File: src/rtl/fifo_uart_pkg.sv
// Shared types and constants for the FIFO-fed UART transmitter.
package fifo_uart_pkg;

    localparam int STATE_W              = 3;
    localparam int DATA_W               = 8;
    localparam int DEFAULT_CLKS_PER_BIT = 16;

    typedef enum logic [STATE_W-1:0] {
        ST_IDLE   = 3'd0,
        ST_SETTLE = 3'd1,
        ST_START  = 3'd2,
        ST_DATA   = 3'd3,
        ST_PARITY = 3'd4,
        ST_STOP   = 3'd5
    } state_e;

    function automatic logic even_parity(input logic [DATA_W-1:0] b);
        return ^b;
    endfunction

endpackage

File: src/rtl/uart_baud_gen.sv
// Bit-period counter: counts 0..CLKS_PER_BIT-1 and ticks on the last count.
module uart_baud_gen
    import fifo_uart_pkg::*;
#(
    parameter int CLKS_PER_BIT = DEFAULT_CLKS_PER_BIT
) (
    input  logic clk,
    input  logic rst_n,
    input  logic clear_i,
    output logic tick_o
);

    localparam int               CNT_W   = $clog2(CLKS_PER_BIT);
    localparam logic [CNT_W-1:0] CNT_MAX = CNT_W'(CLKS_PER_BIT - 1);

    logic [CNT_W-1:0] cnt_q;
    logic [CNT_W-1:0] cnt_d;

    // NOTE: combinational block assigns a default first so no latch can be inferred.
    always_comb begin
        cnt_d = cnt_q + 1'b1;
        if (clear_i || cnt_q == CNT_MAX) begin
            cnt_d = '0;
        end
    end

    // NOTE: sequential state uses non-blocking assignments so all flops update together.
    always_ff @(posedge clk or negedge rst_n) begin
        if (!rst_n) begin
            cnt_q <= '0;
        end else begin
            cnt_q <= cnt_d;
        end
    end

    assign tick_o = !clear_i && (cnt_q == CNT_MAX);

endmodule

File: src/rtl/fifo_uart_tx.sv
// UART transmitter that pops bytes from a registered-output FWFT FIFO and
// serialises them as start, 8 data bits LSB first, optional even parity, stop.
module fifo_uart_tx
    import fifo_uart_pkg::*;
#(
    parameter int CLKS_PER_BIT = DEFAULT_CLKS_PER_BIT,
    parameter bit PARITY_EN    = 1'b0
) (
    input  logic              clk,
    input  logic              rst_n,
    input  logic              ena,
    input  logic [DATA_W-1:0] fifo_data,
    input  logic              fifo_empty,
    output logic              fifo_read,
    output logic              tx,
    output logic              busy,
    output logic [7:0]        frame_count
);

    state_e            state_q;
    logic [DATA_W-1:0] shift_q;
    logic [2:0]        bit_idx_q;
    logic              parity_q;
    logic              tx_q;
    logic [7:0]        frame_cnt_q;

    logic baud_clear;
    logic bit_tick;

    // The counter is held at zero while waiting, so every timed state is entered at count 0;
    // timed states only leave on a tick, where the counter wraps to zero by itself.
    assign baud_clear = (state_q == ST_IDLE) || (state_q == ST_SETTLE);

    uart_baud_gen #(
        .CLKS_PER_BIT(CLKS_PER_BIT)
    ) u_baud (
        .clk    (clk),
        .rst_n  (rst_n),
        .clear_i(baud_clear),
        .tick_o (bit_tick)
    );

    always_ff @(posedge clk or negedge rst_n) begin
        if (!rst_n) begin
            // NOTE: the shift register is a plain data register, reset anyway so tx never depends on stale data.
            state_q     <= ST_IDLE;
            shift_q     <= '0;
            bit_idx_q   <= '0;
            parity_q    <= 1'b0;
            tx_q        <= 1'b1;
            frame_cnt_q <= '0;
        end else begin
            unique case (state_q)
                ST_IDLE: begin
                    if (ena && !fifo_empty) begin
                        state_q <= ST_SETTLE;
                    end
                end
                // SETTLE gives the FIFO output register one cycle to present the word.
                ST_SETTLE: begin
                    if (fifo_empty) begin
                        state_q <= ST_IDLE;
                    end else begin
                        shift_q   <= fifo_data;
                        parity_q  <= even_parity(fifo_data);
                        bit_idx_q <= '0;
                        tx_q      <= 1'b0;
                        state_q   <= ST_START;
                    end
                end
                ST_START: begin
                    if (bit_tick) begin
                        tx_q    <= shift_q[0];
                        state_q <= ST_DATA;
                    end
                end
                ST_DATA: begin
                    if (bit_tick) begin
                        shift_q <= shift_q >> 1;
                        if (bit_idx_q == 3'd7) begin
                            bit_idx_q <= '0;
                            if (PARITY_EN) begin
                                tx_q    <= parity_q;
                                state_q <= ST_PARITY;
                            end else begin
                                tx_q    <= 1'b1;
                                state_q <= ST_STOP;
                            end
                        end else begin
                            bit_idx_q <= bit_idx_q + 3'd1;
                            tx_q      <= shift_q[1];
                        end
                    end
                end
                ST_PARITY: begin
                    if (bit_tick) begin
                        tx_q    <= 1'b1;
                        state_q <= ST_STOP;
                    end
                end
                ST_STOP: begin
                    if (bit_tick) begin
                        frame_cnt_q <= frame_cnt_q + 8'd1;
                        state_q     <= ST_IDLE;
                    end
                end
                default: begin
                    state_q <= ST_IDLE;
                    tx_q    <= 1'b1;
                end
            endcase
        end
    end

    // A drained FIFO during SETTLE must not see a pop.
    assign fifo_read   = (state_q == ST_SETTLE) && !fifo_empty;
    assign busy        = (state_q != ST_IDLE);
    assign tx          = tx_q;
    assign frame_count = frame_cnt_q;

endmodule

File: config.mk
export PLATFORM = sky130hd
export DESIGN_NAME = fifo_uart_tx
export DESIGN_NICKNAME = d
export VERILOG_FILES = /design/src/rtl/fifo_uart_pkg.sv /design/src/rtl/uart_baud_gen.sv /design/src/rtl/fifo_uart_tx.sv
export SDC_FILE = /design/constraint.sdc
export NUM_CORES = 1
export LEC_CHECK = 0
export CAP_MARGIN = 15
export CORE_ASPECT_RATIO = 2
export CORE_MARGIN = 10
export CORE_UTILIZATION = 30
export CTS_CLUSTER_DIAMETER = 60
export DETAILED_ROUTE_END_ITERATION = 8
export DONT_BUFFER_PORTS = 1
export PLACE_DENSITY = 0.44
export SETUP_SLACK_MARGIN = 0.5
export SYNTH_ARGS = -nofsm -noshare
export SYNTH_HDL_FRONTEND = slang
export SYNTH_SLANG_ARGS = --single-unit
File: constraint.sdc
create_clock -name clk -period 2.8 [get_ports clk]
set_input_delay 0.28 -clock clk [delete_from_list [all_inputs] [get_ports clk]]
set_output_delay 0.28 -clock clk [all_outputs]
set_load 0.01 [all_outputs]
==> results.md, run 1 <==
- Post-synthesis cell count: 129
- Effective utilization at floorplan: 0.3066
- DRC violations left: 0
- Tmin final: 1.779 ns
- Setup Viol. Count Final: 0
- Max Slew Vio Count: 0
- Synth Cell Area: 1396 um2
- FF/Latch Area: 676.9 um2
- Share of layout cells above drive strength 1: 0.1641
- Endpoints failing hold: 0
- Port bufs: 0
- Synth warn: 0
- Post-layout nets: 145
- Tot GR Track Use: 0.07924
- Actual slew at the worst max-slew pin: 0.4312 ns
- Critical path class: reg -> out
- DRT Pass-1 Iters: 4
- Worst skew pair latency: 0.27 ns
- Critical Path Fanout Max: 11
- Filler cell count: 481
- Vias in the first global route: 1011
- DIE AREA: 7949 um2
- Clock skew: 0.004206 ns
- Die X: 68.24 um
- CTS Buf Count: 3
- Area of the multi-input gates: 618.1 um2
- Post-DP HPWL: 2235 um
- Cells after DPL: 177
- Largest net degree at the start of global routing: 28
- Setup TNS: 0 ns
- Layout Cells excl Fill: 183
- VDD IR max: 0.4587 mV
- H-tree depth: 1
- Clock slew at reported path FFs: 0.09 ns
- Root Driver: clkbuf_8
- # diodes: 0
- Vias: 912
- DRT iter0 DRCs: 42
- Gp weighted congestion: 0.7655
- Max-Cap Viols: 0
- RSZ-0062 raised after global routing: no
- Synth cell types: 37
- Row cnt: 35
- CP startpoint kind: flop
- CTS tree: yes
- WL per Instance: 15.81 um
- Crit path required time: 2.52 ns
- Fraction of the cycle the final worst path needs: 0.6353
- Hold Crit Class: in -> reg
- Post-synth net total: 145
- Final antenna-violating net count: 0
- Synth Register Bits: 27
- Outcome: finished, final reports clean
- FMAX: 0.5622 GHz
- Grt ovf: 0
- Max-slew headroom: 0.7125
- First-pass GRT wire length: 4850 um
- Power density over cell area: 807.9 nW/um2
- Post-CTS Hold Fix Bufs: 2
- CORE AREA: 4554 um2
- Die Y: 116.5 um
- Leakage power: 0.6755 nW
- Post-CTS sizing: 0
- Area growth, synth to finish: 6.093%
- Post-Route WL: 2894 um
- Initial antenna violation count: 0
- Seq/Total Area, Yosys: 0.4848
- Clk sinks: 27
- Setup bufs post-CTS: 0
- Deepest clock path buffer count: 2
- Vias/cell: 4.984
- I/O pins: 23
- CP endpoint kind: output port
- Synthesized area per cell: 10.82 um2
- Critical Path AT: 1.50 ns
synth_stat cells (all sizes together):
library cell / instances / area share
clkinv: 1 / 0.0036
dfrtp: 26 / 0.47
a21o: 1 / 0.0054
o21a: 1 / 0.0054
nor2: 7 / 0.019
xor2: 1 / 0.0063
and4: 1 / 0.0063
mux2i: 2 / 0.014
nand2b: 4 / 0.023
a221o: 1 / 0.0072
o21ai: 4 / 0.014
nand3: 4 / 0.014
buf: 7 / 0.045
nand4: 4 / 0.018
mux2: 1 / 0.0081
ha: 4 / 0.036
nor3b: 2 / 0.011
nand4b: 2 / 0.013
a22oi: 1 / 0.0054
inv: 9 / 0.024
dfstp: 1 / 0.019
a21oi: 12 / 0.051
or3: 2 / 0.013
nor2b: 1 / 0.0099
nand2: 8 / 0.023
o22ai: 9 / 0.072
and3: 2 / 0.0090
xnor2: 7 / 0.044
nor3: 4 / 0.014
path summary, 6_finish.rpt:
path / start / end / slack (ns) / cells after the start
worst max-delay path: state_q[0] / fifo_read / 1.02 / 3
worst min-delay path: fifo_data[7] / shift_q[7] / 0.11 / 2
worst max register to register: u_baud.cnt_q[0] / bit_idx_q[0] / 1.10 / 5
worst min register to register: tx / tx / 0.51 / 2
max in group asynchronous: rst_n / tx / 2.13 / 2
min in group asynchronous: rst_n / shift_q[0] / 0.44 / 2
metrics by stage:
step	total power [mW]	hold WS (ns)	instance area, um2	utilization	worst slack [ns]
floorplan	0.9155	-0.01559	1396	-	1.297
global placement	0.9568	-0.01444	1403	0.3080	1.141
detailed placement	0.9720	-0.01431	1403	0.3080	1.108
CTS	1.217	0.1076	1481	0.3253	1.008
global route	1.297	0.1423	1481	0.3253	0.9492
finish	1.197	0.1135	1481	0.3253	1.021
kinds of logic (layout without fill, tap and decap cells):
family / count (synthesis) / in the layout / synth area share
XOR/XNOR: 8 / 8 / 0.05018
AND/OR/NAND/NOR: 41 / 41 / 0.1738
multiplexers: 3 / 3 / 0.02240
adder cells (fa/ha/maj): 4 / 4 / 0.03584
flip-flops: 27 / 27 / 0.4848
buffers and inverters: 17 / 16 / 0.07258
AO/OA/AOI/OAI: 29 / 29 / 0.1604
worst max-delay path, stage by stage, from the launching register on:
cell      delay, ns
dfrtp_1        0.57
nand2b_4       0.09
or3_4          0.43
clkinv_2       0.14
sequential cells by signal, indices dropped and copies added, names as in the netlist:
register      flops
shift_q           8
tx                1
state_q           3
frame_count       8
u_baud.cnt_q      4
bit_idx_q         3
power breakdown:
part	total (mW)	switching [mW]	internal, mW
sequential	0.642	0.131	0.511
combinational	0.329	0.165	0.164
clock	0.225	0.124	0.101
total	1.20	0.420	0.777
final cells by class:
class / instances / share of cell area
multi-input combinational: 85 / 0.4172
clock inverter: 1 / 0.005068
timing repair buffer: 2 / 0.02027
inverter: 10 / 0.02618
sequential: 27 / 0.4569
clock buffer: 3 / 0.02787
tap: 55 / 0.04645
per-layer routing:
layer  vias to the layer above  GRT usage  wire (um)  share of wire
met5                         -          0          0              0
met4                         0    0.03509         31          0.011
met3                         2    0.02594        195          0.067
met2                        14     0.1436       1575           0.54
met1                       452    0.07697       1092           0.38
li1                        444          -          -              -
placed cells by master (no fill, tap or decap), types with 7 or more instances in the layout:
| master | n |
|---|---|
| o22ai_2 | 7 |
| xnor2_1 | 7 |
| dfrtp_1 | 26 |
| a21oi_1 | 11 |
| nor2_1 | 7 |
| nand2_1 | 7 |
| inv_1 | 9 |
No activity file was read; power rests on OpenSTA's default activity.
==> run 2, diff against run 1 <==
- PLACE_DENSITY: 0.44 -> 0.45
- clock period: 2.8 -> 1.5 ns (I/O delays scaled with it)
==> run 2 against run 1 <==
  * Highest routed layer unchanged
  * Global-route usage grew 1.3 points
  * First-iteration DRC count shrank 50%
  * Sequential power grew 82%
  * Count of clock-buffer cells in the layout is the same
  * Critical path depth grew 1
==> results.md, run 2 (synthesis gave the netlist of run 1 again) <==
- Outcome: finished, final reports clean
- Hold_ws: 0.06861 ns
- Clock slew at reported path FFs: 0.10 ns
- Reg-to-Reg End: bit_idx_q[0]
- Max-slew headroom: 0.7721
- WHS Path Cells: 2
- Share of layout cells above drive strength 1: 0.5414
- Clock skew: 0.003571 ns
- DRT Pass-1 Iters: 3
- I/O pins: 23
- Max-Cap Viols: 0
- Tmin final: 1.474 ns
- Final core occ: 0.4365
- DRT iter0 DRCs: 21
- Power density over cell area: 1470 nW/um2
- Clk network pwr share: 0.146
- Post-Route WL: 3585 um
- Initial antenna violation count: 0
- Reg2reg start: state_q[2]
- Sw Pwr: 1.037 mW
- Critical path class: reg -> out
- Critical Path Fanout Max: 3
- Grt ovf: 0
- H-tree depth: 1
- Hold Crit Class: in -> reg
- Leakage power: 0.9203 nW
- FMAX: 0.6786 GHz
- Crit-path cells: nand2b_4, or3_4, clkinv_4, buf_6
- Seq pwr share: 0.400
- Gp weighted congestion: 0.7746
- Deepest clock path buffer count: 2
- DRC violations left: 0
- Area growth, synth to finish: 42.38%
- Vias/cell: 5.028
- # diodes: 0
- Row cnt: 35
- Post-DP HPWL: 2456 um
- Critical Path Max Stage Delay: 0.41 ns
- VDD IR max: 0.8931 mV
- Setup TNS: 0 ns
- Actual slew at the worst max-slew pin: 0.3412 ns
- Die Y: 116.5 um
- Worst reg-to-reg path cell count: 5
- Port bufs: 0
- CORE AREA: 4554 um2
- Worst skew pair latency: 0.27 ns
- WL per Instance: 16.91 um
- Root Driver: clkbuf_8
- Effective utilization at floorplan: 0.3066
- Cells after DPL: 185
- Hold Crit Endpoint: shift_q[4]
- Most common cell after layout, fill and taps aside: dfrtp_1
- Logic pwr share: 0.454
- Vias: 1066
- DIE AREA: 7949 um2
- Post-layout nets: 174
- Hold path startpoint: fifo_data[4]
- R2r setup slk: 0.06 ns
- Clk sinks: 27
- First-pass GRT wire length: 5664 um
- Int Power: 1.886 mW
- Switching Share: 0.3548
- Vias in the first global route: 1198
- Max Slew Vio Count: 0
- Crit path required time: 1.35 ns
- Layout Cells excl Fill: 212
- Tot GR Track Use: 0.09215
- Slowest-stage cell, CP: dfrtp_2
- Setup Viol. Count Final: 0
- Fraction of the cycle the final worst path needs: 0.9824
- RSZ-0062 raised after global routing: yes
- CP startpoint kind: flop
- CP endpoint kind: output port
- Critical Path AT: 1.32 ns
- Endpoints failing hold: 0
- Final antenna-violating net count: 0
- Largest net degree at the start of global routing: 28
- Die X: 68.24 um
- Most frequent cells in the layout: dfrtp_1 (24), buf_4 (15), buf_6 (10), inv_1 (9)
- CTS tree: yes
- Total Power: 2.923 mW
- CTS Buf Count: 3
-- run 2: cell count changes in the layout (fill, tap and decap cells not counted), sizes merged --
cell	before	now
buf	1	28
clkinv	1	2
clkinvlp	1	0
dlygate4sd3	1	2
nand2	8	9
-- run 2: power groups by stage --
| stage | sequential, mW | clock, mW | combinational [mW] |
|---|---|---|---|
| floorplan | 1.12 | 0 | 0.668 |
| global placement | 1.19 | 0 | 0.780 |
| detailed placement | 1.20 | 0 | 0.810 |
| CTS | 1.16 | 0.451 | 1.06 |
| global route | 1.20 | 0.478 | 1.48 |
| finish | 1.17 | 0.426 | 1.33 |
-- run 2: metrics by stage --
step,worst slack [ns],cell area [um2]
after floorplan,0.08501,1479
after global placement,0.05679,1533
after detailed placement,-0.01341,1533
after CTS,0.05646,1780
after global routing,-0.02668,1988
final,0.02639,1988
-- run 2: cell type report --
cell class	count	area, um2
clock buffer	3	41.29
clock inverter	1	5.005
fill	471	2566
inverter	10	42.54
multi-input combinational	86	850.8
sequential	27	679.4
tap	55	68.82
timing repair buffer	30	300.3
-- run 2: critical path: cells and delay by family (launching register included) --
family	cells	cell delay, ns
buffers and inverters	2	0.16
flip-flops	1	0.41
AND/OR/NAND/NOR	2	0.49
-- run 2: how the worst max path moves through the flow --
stage / start / end / depth (start not counted)
finish: state_q[0] / fifo_read / 4
global route: u_baud.cnt_q[0] / frame_count[4] / 6
CTS: state_q[1] / fifo_read / 3
detailed placement: u_baud.cnt_q[1] / bit_idx_q[0] / 5
global placement: state_q[0] / bit_idx_q[0] / 5
floorplan: u_baud.cnt_q[0] / state_q[0] / 6
-- run 2: repair_timing --
action	CTS	global route
gates resized for setup	15	35
pin swaps	5	15
hold buffers	3	0
hold endpoints to repair	28	0
setup buffers	13	6
setup endpoints to repair	30	30
gates cloned	0	1
-- run 2: routing by layer --
layer | wire, um | track usage
met2 | 1973 | 0.1717
met4 | 56 | 0.03239
met5 | 0 | 0
met1 | 1273 | 0.08956
met3 | 281 | 0.02882
==> run 3, diff against run 2 <==
- PLACE_DENSITY: 0.45 -> 0.44
- REMOVE_ABC_BUFFERS: default -> 1
- clock period: 1.5 -> 1.4 ns (I/O delays scaled with it)
==> run 3 against run 2 <==
  * The run now ends with setup timing left
  * Register-to-register slack got worse by 0.12 ns
  * Cell count increased by 6.1%
  * Critical path type is now reg -> reg
  * Combinational power increased by 7%
==> results.md, run 3 (synthesis gave the netlist of run 1 again) <==
- Hold Crit Class: in -> reg
- Worst skew pair latency: 0.28 ns
- Worst reg-to-reg path cell count: 5
- Crit path from: state_q[1]
- DP Area: 1565 um2
- VDD IR max: 0.7723 mV
- Setup Viol. Count Final: 11
- FMAX: 0.6833 GHz
- Root Driver: clkbuf_8
- Post-Route WL: 3818 um
- Reg2reg start: state_q[1]
- Die Y: 116.5 um
- DRC violations left: 0
- Final antenna-violating net count: 0
- DRT iter0 DRCs: 26
- Critical Path AT: 1.63 ns
- Met3 Usage GRT: 0.02978
- Slowest-stage cell, CP: dfrtp_2
- H-tree depth: 1
- Crit-path cells: or3_4, buf_6, buf_12, o22ai_4, a21oi_1
- Clock slew at reported path FFs: 0.11 ns
- Deepest clock path buffer count: 2
- Clock skew: 0.007433 ns
- Vias in the first global route: 1239
- Post-Layout Inst Area: 2088 um2
- Endpoints failing hold: 0
- Post-route worst setup slack: -0.06348 ns
- Port bufs: 0
- Post-layout nets: 187
- CTS tree: yes
- RSZ-0062 raised after global routing: yes
- Place WS: -0.1237 ns
- Grt ovf: 0
- Gp weighted congestion: 0.7385
- Met1 usage: 0.09727
- DIE AREA: 7949 um2
- Most frequent cells in the layout: dfrtp_1 (20), buf_4 (20), buf_6 (18), inv_1 (9)
- Vias/cell: 4.929
- Max-Cap Viols: 0
- I/O pins: 23
- CP endpoint kind: flop
- Share of layout cells above drive strength 1: 0.5353
- Hold path startpoint: fifo_data[6]
- Vias: 1109
- Actual slew at the worst max-slew pin: 0.2650 ns
- Critical Path Fanout Max: 5
- Critical Path Max Stage Delay: 0.46 ns
- Power density over cell area: 1518 nW/um2
- Max-slew headroom: 0.8230
- DRT Pass-1 Iters: 4
- Cells after DPL: 197
- Critical path class: reg -> reg
- Tmin final: 1.463 ns
- # diodes: 0
- WHS Path Cells: 2
- Leakage power: 0.9513 nW
- Post-DP HPWL: 2432 um
- Tot GR Track Use: 0.09831
- CORE AREA: 4554 um2
- CTS Buf Count: 3
- Initial antenna violation count: 0
- Reg-to-Reg End: shift_q[0]
- Row cnt: 35
- Effective utilization at floorplan: 0.3066
- First-pass GRT wire length: 6037 um
- Crit path required time: 1.57 ns
- Grt peak-use layer: met2
- Fraction of the cycle the final worst path needs: 1.045
- Outcome: finished with violations
- Die X: 68.24 um
- Max Slew Vio Count: 0
- Largest net degree at the start of global routing: 28
- WL per Instance: 16.97 um
- Failing checks: setup timing
- R2r setup slk: -0.06 ns
- Crit path to: shift_q[0]
- CP startpoint kind: flop
- Clk sinks: 27
- Layout Cells excl Fill: 225
- Hold_ws: 0.05229 ns
- Met2 GRT Util: 0.1823
- Area growth, synth to finish: 49.55%
==> run 3: cell count changes in the layout (fill, tap and decap cells not counted), moves of 2 or more <==
cell     previous run  this run
dfrtp_1            24        20
a21oi_1             3         7
a21oi_2             8         4
buf_6              10        18
buf_4              15        20
nor3_2              3         1
nor3_1              0         2
dfrtp_2             2         6
==> run 3: layout make-up <==
type	instances	area, um2
clock buffers	3	41.29
clock inverters	1	7.507
fillers	435	2466
inverters	10	42.54
multi-input cells	85	788.3
flip-flops and latches	27	684.4
well taps	55	68.82
repair buffers	44	455.4
==> run 3: worst min path at each step <==
stage / endpoint / slack (ns)
after floorplan: bit_idx_q[0] / -0.16
after CTS: shift_q[2] / 0.05
after detailed placement: u_baud.cnt_q[3] / -0.15
after global placement: u_baud.cnt_q[3] / -0.15
after global routing: shift_q[6] / 0.07
final: shift_q[6] / 0.05
==> run 3: critical path: cells and delay by family, from the launching register on <==
| family | cells | cell delay (ns) |
|---|---|---|
| AND/OR/NAND/NOR | 1 | 0.43 |
| AO/OA/AOI/OAI | 2 | 0.19 |
| flip-flops | 1 | 0.46 |
| buffers and inverters | 2 | 0.28 |
==> run 3: power breakdown <==
group / switching [mW] / internal [mW] / leakage [nW]
Sequential: 0.242 / 1.03 / 0.334
Combinational: 0.598 / 0.825 / 0.596
Clock: 0.274 / 0.203 / 0.0217
Total: 1.11 / 2.06 / 0.951
==> run 3: routing by layer <==
layer | wire length (um) | up-vias
li1 | - | 533
met1 | 1399 | 548
met2 | 2120 | 24
met3 | 260 | 4
met4 | 38 | 0
met5 | 0 | -
==> run 3: through the flow <==
stage	utilization	TNS, ns	total power, mW
after floorplan	-	-0.4613	1.769
after global placement	0.3437	-0.4576	2.102
after detailed placement	0.3437	-0.6967	2.137
after CTS	0.4349	-0.3541	3.046
after global routing	0.4585	-0.9811	3.405
final	0.4585	-0.4783	3.170
==> run 3: timing repair <==
item,4_1_cts,5_1_grt
gates cloned,1,0
pin swaps,23,15
endpoints found under the hold margin,28,0
resized for setup,53,12
setup buffers,12,8
setup endpoints to repair,35,37
hold buffers,3,0
